**src/rtl/pcs_64b66b_pkg.sv**
```systemverilog
// 64b/66b block constants and the block type shared by the TX framer and its scrambler.
// Idle control block is the only block this path ever fabricates on its own.
package pcs_64b66b_pkg;

   localparam logic [1:0] SYNC_DATA     = 2'b01;
   localparam logic [1:0] SYNC_CTRL     = 2'b10;
   localparam logic [7:0] BLK_TYPE_IDLE = 8'h1E;
   localparam int         SCR_W         = 58;

   typedef struct packed {
      logic [1:0]  header;
      logic [63:0] payload;
   } blk66_t;

   localparam blk66_t IDLE_BLOCK = '{header: SYNC_CTRL, payload: {56'h0, BLK_TYPE_IDLE}};

endpackage

```
**src/rtl/scrambler_58x32.sv**
```systemverilog
// Self-synchronous x^58+x^39+1 scrambler, 32 bits per call, LSB first; purely combinational.
// Bypass passes data through but the state still shifts in the emitted bits.
module scrambler_58x32
   import pcs_64b66b_pkg::*;
(
   input  logic [SCR_W-1:0] i_state,
   input  logic [31:0]      i_data,
   input  logic             i_bypass,
   output logic [31:0]      o_data,
   output logic [SCR_W-1:0] o_state
);

   logic [SCR_W-1:0] w_s;
   logic             w_b;

   always_comb begin
      w_s    = i_state;
      w_b    = 1'b0;
      o_data = '0;
      for (int i = 0; i < 32; i++) begin
         w_b       = i_bypass ? i_data[i] : (i_data[i] ^ w_s[38] ^ w_s[57]);
         o_data[i] = w_b;
         w_s       = {w_s[SCR_W-2:0], w_b};
      end
      o_state = w_s;
   end

endmodule

```
**src/rtl/tx_66b_block_framer.sv**
```systemverilog
// Splits 66b blocks into two scrambled 32b words for the gearbox; one-block hold register, idle fill on underflow.
// Outputs depend only on registers; o_blk_ready is !hold_valid, so gearbox stalls reach upstream a cycle later.
module tx_66b_block_framer
   import pcs_64b66b_pkg::*;
#(
   parameter logic [SCR_W-1:0] SCRAMBLER_SEED   = 58'h3FF_FFFF_FFFF_FFFF,
   parameter bit               BYPASS_SCRAMBLER = 1'b0,
   parameter int               UNDERFLOW_CNT_W  = 16
) (
   input  logic                       i_usrclk2,
   input  logic                       i_rst_n,
   input  logic                       i_blk_valid,
   output logic                       o_blk_ready,
   input  logic [1:0]                 i_blk_header,
   input  logic [63:0]                i_blk_data,
   input  logic                       i_gb_data_rdy,
   output logic [1:0]                 o_gb_header,
   output logic [31:0]                o_gb_data,
   output logic                       o_idle_inserted,
   output logic [UNDERFLOW_CNT_W-1:0] o_underflow_cnt
);

   blk66_t                     r_cur;
   blk66_t                     r_hold;
   logic                       r_hold_vld;
   logic                       r_half;
   logic                       r_idle;
   logic [SCR_W-1:0]           r_scr;
   logic [UNDERFLOW_CNT_W-1:0] r_cnt;

   logic                       w_accept;
   logic                       w_load;
   logic [31:0]                w_word;
   logic [31:0]                w_scr_dat;
   logic [SCR_W-1:0]           w_scr_nxt;

   assign w_accept = i_blk_valid && !r_hold_vld;
   assign w_load   = i_gb_data_rdy && r_half;
   assign w_word   = r_half ? r_cur.payload[63:32] : r_cur.payload[31:0];

   scrambler_58x32 u_scrambler (
      .i_state  (r_scr),
      .i_data   (w_word),
      .i_bypass (BYPASS_SCRAMBLER),
      .o_data   (w_scr_dat),
      .o_state  (w_scr_nxt)
   );

   always_ff @(posedge i_usrclk2) begin
      if (!i_rst_n) begin
         r_cur      <= IDLE_BLOCK;
         r_hold     <= '0;
         r_hold_vld <= 1'b0;
         r_half     <= 1'b0;
         r_idle     <= 1'b0;
         r_scr      <= SCRAMBLER_SEED;
         r_cnt      <= '0;
      end else begin
         r_idle <= 1'b0;
         if (i_gb_data_rdy) begin
            r_scr  <= w_scr_nxt;
            r_half <= !r_half;
         end
         // The load looks at the hold state before this edge's capture.
         if (w_load) begin
            if (r_hold_vld) begin
               r_cur <= r_hold;
            end else begin
               r_cur  <= IDLE_BLOCK;
               r_idle <= 1'b1;
               if (r_cnt != '1) begin
                  r_cnt <= r_cnt + UNDERFLOW_CNT_W'(1);
               end
            end
         end
         if (w_accept) begin
            r_hold     <= '{header: i_blk_header, payload: i_blk_data};
            r_hold_vld <= 1'b1;
         end else if (w_load) begin
            r_hold_vld <= 1'b0;
         end
      end
   end

   assign o_blk_ready     = !r_hold_vld;
   assign o_gb_header     = r_cur.header;
   assign o_gb_data       = w_scr_dat;
   assign o_idle_inserted = r_idle;
   assign o_underflow_cnt = r_cnt;

endmodule

```
**config.mk**
```make
export PLATFORM = sky130hd
export DESIGN_NAME = tx_66b_block_framer
export DESIGN_NICKNAME = d
export VERILOG_FILES = /design/src/rtl/pcs_64b66b_pkg.sv /design/src/rtl/scrambler_58x32.sv /design/src/rtl/tx_66b_block_framer.sv
export SDC_FILE = /design/constraint.sdc
export NUM_CORES = 1
export LEC_CHECK = 0
export BUFFER_PORTS_ARGS = -buffer_cell sky130_fd_sc_hd__buf_2
export CAP_MARGIN = 30
export CORE_AREA = 2 2 209 108
export CTS_BUF_LIST = sky130_fd_sc_hd__clkbuf_16
export CTS_CLUSTER_DIAMETER = 100
export DETAILED_ROUTE_END_ITERATION = 7
export DIE_AREA = 0 0 211 110
export PLACE_DENSITY = 0.66
export SETUP_SLACK_MARGIN = 0.3
export SYNTH_ARGS = -nofsm -noshare
export SYNTH_HDL_FRONTEND = slang
export SYNTH_SLANG_ARGS = --single-unit
```
**constraint.sdc**
```tcl
create_clock -name i_usrclk2 -period 2.1 [get_ports i_usrclk2]
set_input_delay 0.525 -clock i_usrclk2 [delete_from_list [all_inputs] [get_ports i_usrclk2]]
set_output_delay 0.525 -clock i_usrclk2 [all_outputs]
set_load 0.05 [all_outputs]
```
Word level (Yosys, flattened, before mapping) --
Cells that the tools add are included.
Word-level totals: register bits after elaboration 209, input bits 70, output and inout bits 52, logic and storage cells 88
Cells by class: $add $sub $neg 1, eq/ne operators 1, mux-type cells 5, bitwise gates (word level) 65, reduce and logical (&&, ||, !) cells 7
Operators with widths (count):
- 2-to-1 mux 66 bit | 1
- bitwise XOR 1 bit | 64
- 2-to-1 mux 32 bit | 1
- adder 16 x 1 -> 16 bit, second input constant | 1
- != test 16 bit, second input constant | 1
- 2-to-1 mux 1 bit | 3
- AND reduction 3 bit | 1
- logical AND 1 bit | 2
- logical NOT 1 bit | 2
- AND reduction 2 bit | 1
- nonzero test 2 bit | 1
- inverter 1 bit | 1

Longest topological paths before layout --
word-level depth 3, depth in mapped cells 7, mapped depth without buffers 5

Cells and area by module --
From an unflattened synthesis, not the netlist that was laid out.
Second synthesis, totals: cells, all modules 1076, area, all modules 9081.2 µm²
Modules (own cells, without submodules):
- tx_66b_block_framer | times used 1, cells each 918, area an instance 7923.8 µm², seq. area each 4184.0 µm²
- scrambler_58x32 | times used 1, cells each 158, area an instance 1157.4 µm², seq. area each 0.0 µm²

Worst setup path before layout --
OpenSTA, ideal clock, no wires.
path kind register -> register, from register r_cnt[4], in the netlist o_underflow_cnt[4], to register r_cnt[15], in the netlist o_underflow_cnt[15], setup time 0.116 ns, data arrival time 2.185 ns, required time 1.984 ns, slack -0.200 ns, stages on the path, launching flop included 6, path buffers 1, clock period less this slack 2.300 ns, path through dfxtp_1 -> nand4_1 -> or4_1 -> clkbuf_2 -> or4_1 -> and3_1
Between the ends: word-level cells in the longest chain between the ends 2, elaborated cells on any way between the ends 3, those cells by class add/sub: 1; eq/ne: 1; reduce/logical: 1
Ends and longest elaborated chain:
- from (decl) | line tx_66b_block_framer.sv:29 | logic [UNDERFLOW_CNT_W-1:0] r_cnt;
- from (signal assigned) | line tx_66b_block_framer.sv:72 | r_cnt <= r_cnt + UNDERFLOW_CNT_W'(1);
- branches (longest 2 deep; another with adder 16 x 1 -> 16 bit)
Several ways; the timed one is not identified. A chain may end at the register's enable or synchronous reset.

Worst setup path after layout --
from register r_half, to output o_gb_data[10]
Between the ends: word-level cells in the longest chain between the ends 3
Ends and longest elaborated chain:
- from (decl) | line tx_66b_block_framer.sv:26 | logic r_half;
- from (signal assigned) | line tx_66b_block_framer.sv:62 | r_half <= !r_half;
- 2-to-1 mux 32 bit | line tx_66b_block_framer.sv:39 | assign w_word = r_half ? r_cur.payload[63:32] : r_cur.payload[31:0];
- bitwise XOR 1 bit (2 in series) | line scrambler_58x32.sv:21 | w_b = i_bypass ? i_data[i] : (i_data[i] ^ w_s[38] ^ w_s[57]);
- to (decl) | line tx_66b_block_framer.sv:18 | output logic [31:0] o_gb_data,
No other way between the ends.

==> load_flow_metrics.sql <==
INSERT INTO impl_metrics (metric_group, metric, value, unit) VALUES
('die', 'die_w', '211', 'microns'),
('synth', 'synth_edf_count', '0', ''),
('route', 'routed_wire_length_per_instance', '17.8', 'microns'),
('synth', 'synth_xor_xnor_area_share', '6.87', '%'),
('synth', 'synth_mux_area_share', '10.9', '%'),
('grt', 'first_global_vias', '6622', ''),
('route', 'route.detailed.vias_per_inst', '5.12', ''),
('synth', 'syn-num-nets', '1050', ''),
('placed_design', 'post_dp_hpwl', '16900', 'microns'),
('synth', 'syn_area', '8420', 'sq um'),
('cts', 'cts.clk_slew.worst_paths', '0.07', 'ns'),
('timing', 'worst_pin_slew', '0.643', 'ns'),
('status', 'run_status', 'finished, violations left', ''),
('grt', 'grt-ovfl-total', '0', ''),
('pwr', 'p_per_area', '848', 'nW/um^2'),
('timing', 'unrepaired_setup_endpoints_after_global_routing', 'true', ''),
('grt', 'grt_pass1_wl', '38300', 'microns'),
('die', 'core_area', '21300', 'sq um'),
('timing', 'post-route-min-period', '2.38', 'ns'),
('timing', 'hold_ws', '0.272', 'ns'),
('job', 'max-cap-violations', '0', ''),
('grt', 'global_route_usage_over_all_layers', '21.5', '%'),
('timing', 'slew_viol_final', '0', ''),
('pwr', 'p_leak', '4.60', 'nW'),
('critical_path', 'worst_setup_path_end_kind', 'primary output', ''),
('die', 'rows', '38', ''),
('min_path', 'hold_path_class', 'in2reg', ''),
('grt', 'grt_antenna_before_repair', '0', ''),
('synth', 'cells_after_synth', '979', ''),
('final_layout', 'post_route_cells_drive_above_1_share', '29.1', '%'),
('timing', 'report.final.setup_viol', '33', ''),
('final_layout', 'insertedDiodeCount', '0', ''),
('die', 'initial_utilization', '39.4', '%'),
('timing', 'final_min_period_over_clock_period', '113', '%'),
('pwr', 'max_ir_drop_vdd', '538', 'uV'),
('critical_path', 'critPathRequiredTime', '1.57', 'ns'),
('critical_path', 'timing.setup.critical_path_class', 'reg2out', ''),
('synth', 'ys_types', '38', ''),
('timing', 'finClkSkew', '0.0137', 'ns'),
('cts', 'clock_tree.htree_level_count', '1', ''),
('timing', 'slew_headroom', '56.8', '%'),
('route', 'drt-total-wl', '25000', 'microns'),
('synth', 'synth_seq_cells', '209', ''),
('synth', 'most_used_flip_flop_cell_after_synthesis', 'sky130_fd_sc_hd__dfxtp_1', ''),
('placed_design', 'pre_cts_ws', '0.0487', 'ns'),
('route', 'drt-pass1-iter-count', '5', ''),
('final_layout', 'layout_commonest_cell', 'sky130_fd_sc_hd__nand2_1', ''),
('timing', 'final.setup.worst_slack', '-0.278', 'ns'),
('cts', 'cts_tree', 'done', ''),
('critical_path', 'kind_of_launch_point_of_the_worst_setup_path', 'register', ''),
('cts', 'number_of_clock_buffers_inserted_by_tritoncts', '20', ''),
('final_layout', 'final_cell_mix', '257 x sky130_fd_sc_hd__nand2_1, 192 x sky130_fd_sc_hd__dfxtp_1, 132 x sky130_fd_sc_hd__a21oi_1', ''),
('die', 'number_of_top_level_design_ports', '122', ''),
('grt', 'grt_start_max_net_pins', '70', ''),
('critical_path', 'worst_ep_arrival_time', '1.85', 'ns'),
('critical_path', 'crit_fanout', '8', ''),
('placed_design', 'io_buffers', '121', ''),
('timing', 'fmaxAchievable', '420', 'MHz'),
('route', 'initial_drt_markers', '514', ''),
('synth', 'synth-compound-area-share', '9.85', '%'),
('final_layout', 'area_delta_synth_final', '41.5', '%'),
('synth', 'syn_avg_cell_area', '8.60', 'sq um'),
('cts', 'cts.path.max_buffers', '3', ''),
('synth', 'synth.yosys.warnings', '0', ''),
('final_layout', 'n_fill_cell', '1883', ''),
('route', 'ant_nets', '0', ''),
('placed_design', 'place_congestion', '0.889', ''),
('synth', 'synth_simple_gate_area_share', '18.7', '%'),
('die', 'design.die.area', '23200', 'sq um'),
('cts', 'clock_sinks', '209', ''),
('die', 'fp.dieH', '110', 'microns'),
('cts', 'cts_hold_buf', '0', ''),
('status', 'failed_checks', 'setup timing', ''),
('final_layout', 'layout.nets', '1191', ''),
('route', 'drcViolationCount', '0', ''),
('synth', 'synthAdderAreaFrac', '0.149', '%'),
('cts', 'worstSkewPairLatency', '0.49', 'ns'),
('synth', 'sequential_to_total_area_share_from_yosys_stat', '49.7', '%'),
('synth', 'postSynth.asyncResetShare', '0', '%'),
('cts', 'clock_tree.root_cell', 'sky130_fd_sc_hd__clkbuf_16', ''),
('timing', 'report.final.hold_viol_count', '0', ''),
('synth', 'synth_top_family_by_area', 'simple AND/OR/NAND/NOR gates', ''),
('route', 'num_vias', '7214', '');
## path summary, 6_finish.rpt
| check | from | endpoint | slack (ns) | depth (start not counted) |
|---|---|---|---|---|
| worst max register to register | r_half$_SDFFE_PN0P_ | o_underflow_cnt[15]$_SDFFE_PN0P_ | -0.06 | 8 |
| worst min-delay path | i_blk_data[20] | r_hold[20]$_SDFFE_PN0P_ | 0.27 | 3 |
| worst min register to register | r_hold[61]$_SDFFE_PN0P_ | r_hold[61]$_SDFFE_PN0P_ | 0.46 | 2 |
| worst max-delay path | r_half$_SDFFE_PN0P_ | o_gb_data[10] | -0.28 | 5 |
## power breakdown
| group | internal [mW] | total [mW] | switching [mW] |
|---|---|---|---|
| Combinational | 1.13 | 2.46 | 1.33 |
| Clock | 1.79 | 3.29 | 1.50 |
| Sequential | 4.15 | 4.35 | 0.196 |
## Yosys cell counts (2+ instances only)
library cell | instances | area [sq um]
sky130_fd_sc_hd__nand2_1 | 259 | 972
sky130_fd_sc_hd__dfxtp_1 | 209 | 4180
sky130_fd_sc_hd__a21oi_1 | 138 | 691
sky130_fd_sc_hd__mux2i_1 | 92 | 921
sky130_fd_sc_hd__nand3_1 | 65 | 325
sky130_fd_sc_hd__clkbuf_1 | 48 | 180
sky130_fd_sc_hd__xnor2_1 | 33 | 289
sky130_fd_sc_hd__xor2_1 | 33 | 289
sky130_fd_sc_hd__buf_1 | 17 | 63.8
sky130_fd_sc_hd__nor2_1 | 12 | 45.0
sky130_fd_sc_hd__o21ai_0 | 11 | 55.1
sky130_fd_sc_hd__nor3_1 | 8 | 40.0
sky130_fd_sc_hd__nand4_1 | 7 | 43.8
sky130_fd_sc_hd__buf_2 | 6 | 30.0
sky130_fd_sc_hd__or4_1 | 6 | 45.0
sky130_fd_sc_hd__or3_1 | 5 | 31.3
sky130_fd_sc_hd__buf_4 | 3 | 22.5
sky130_fd_sc_hd__inv_1 | 3 | 11.3
sky130_fd_sc_hd__o31ai_1 | 3 | 22.5
sky130_fd_sc_hd__and3_1 | 2 | 12.5
sky130_fd_sc_hd__inv_2 | 2 | 7.51
## timing repair
item,in CTS,in global routing
resized for setup,79,33
endpoints found under the setup margin,34,44
pin swaps,5,20
gates cloned,1,0
setup buffers,15,15
## layout make-up
cell class,count,area [sq um],area share [%]
clock buffer,21,526,4.41
clock inverter,10,42.5,0.357
inverter,5,28.8,0.242
multi-input combinational,690,4960,41.7
sequential,209,4230,35.5
tap,280,350,2.94
timing repair buffer,194,1780,14.9
## state kept, by name (all words and copies together), names as in the netlist
signal and cells:
o_gb_header 2, r_hold_vld 1, r_hold 66, r_half 1, o_idle_inserted 1, r_cur 64
o_underflow_cnt 16, r_scr 58
## logic make-up (layout without fill, tap and decap cells)
kind of cell,after synthesis,count (layout)
adder cells (fa/ha/maj),1,1
multiplexers,92,92
AND/OR/NAND/NOR,372,372
AO/OA/AOI/OAI,159,159
XOR/XNOR,66,66
flip-flops,209,209
buffers and inverters,80,230
## critical path: stages, from the launching register on
cell and delay, ns:
sky130_fd_sc_hd__dfxtp_4 0.41, sky130_fd_sc_hd__buf_16 0.14, sky130_fd_sc_hd__buf_16 0.17, sky130_fd_sc_hd__mux2i_4 0.30, sky130_fd_sc_hd__xnor2_4 0.17, sky130_fd_sc_hd__buf_12 0.17
## metal layers
metal  track usage [%]  routed length, microns
met1              33.5                   12900
met2              31.7                   10700
met3              3.48                    1250
met4              2.52                     214
met5                 0                       0
## stage by stage
step / setup TNS [ns] / area [sq um] / utilization (%) / power [mW] / std cells
2_1_floorplan: 0 / 9120 / - / 5.80 / 979
3_3_place_gp: 0 / 10500 / 49.0 / 6.54 / 1347
3_5_place_dp: 0 / 10500 / 49.0 / 6.56 / 1347
4_1_cts: -6.98 / 11700 / 54.6 / 10.1 / 1394
5_1_grt: -8.81 / 11900 / 55.8 / 10.5 / 1409
6_report: -6.98 / 11900 / 55.8 / 10.1 / 1409
(Power assumes the default switching activity.)
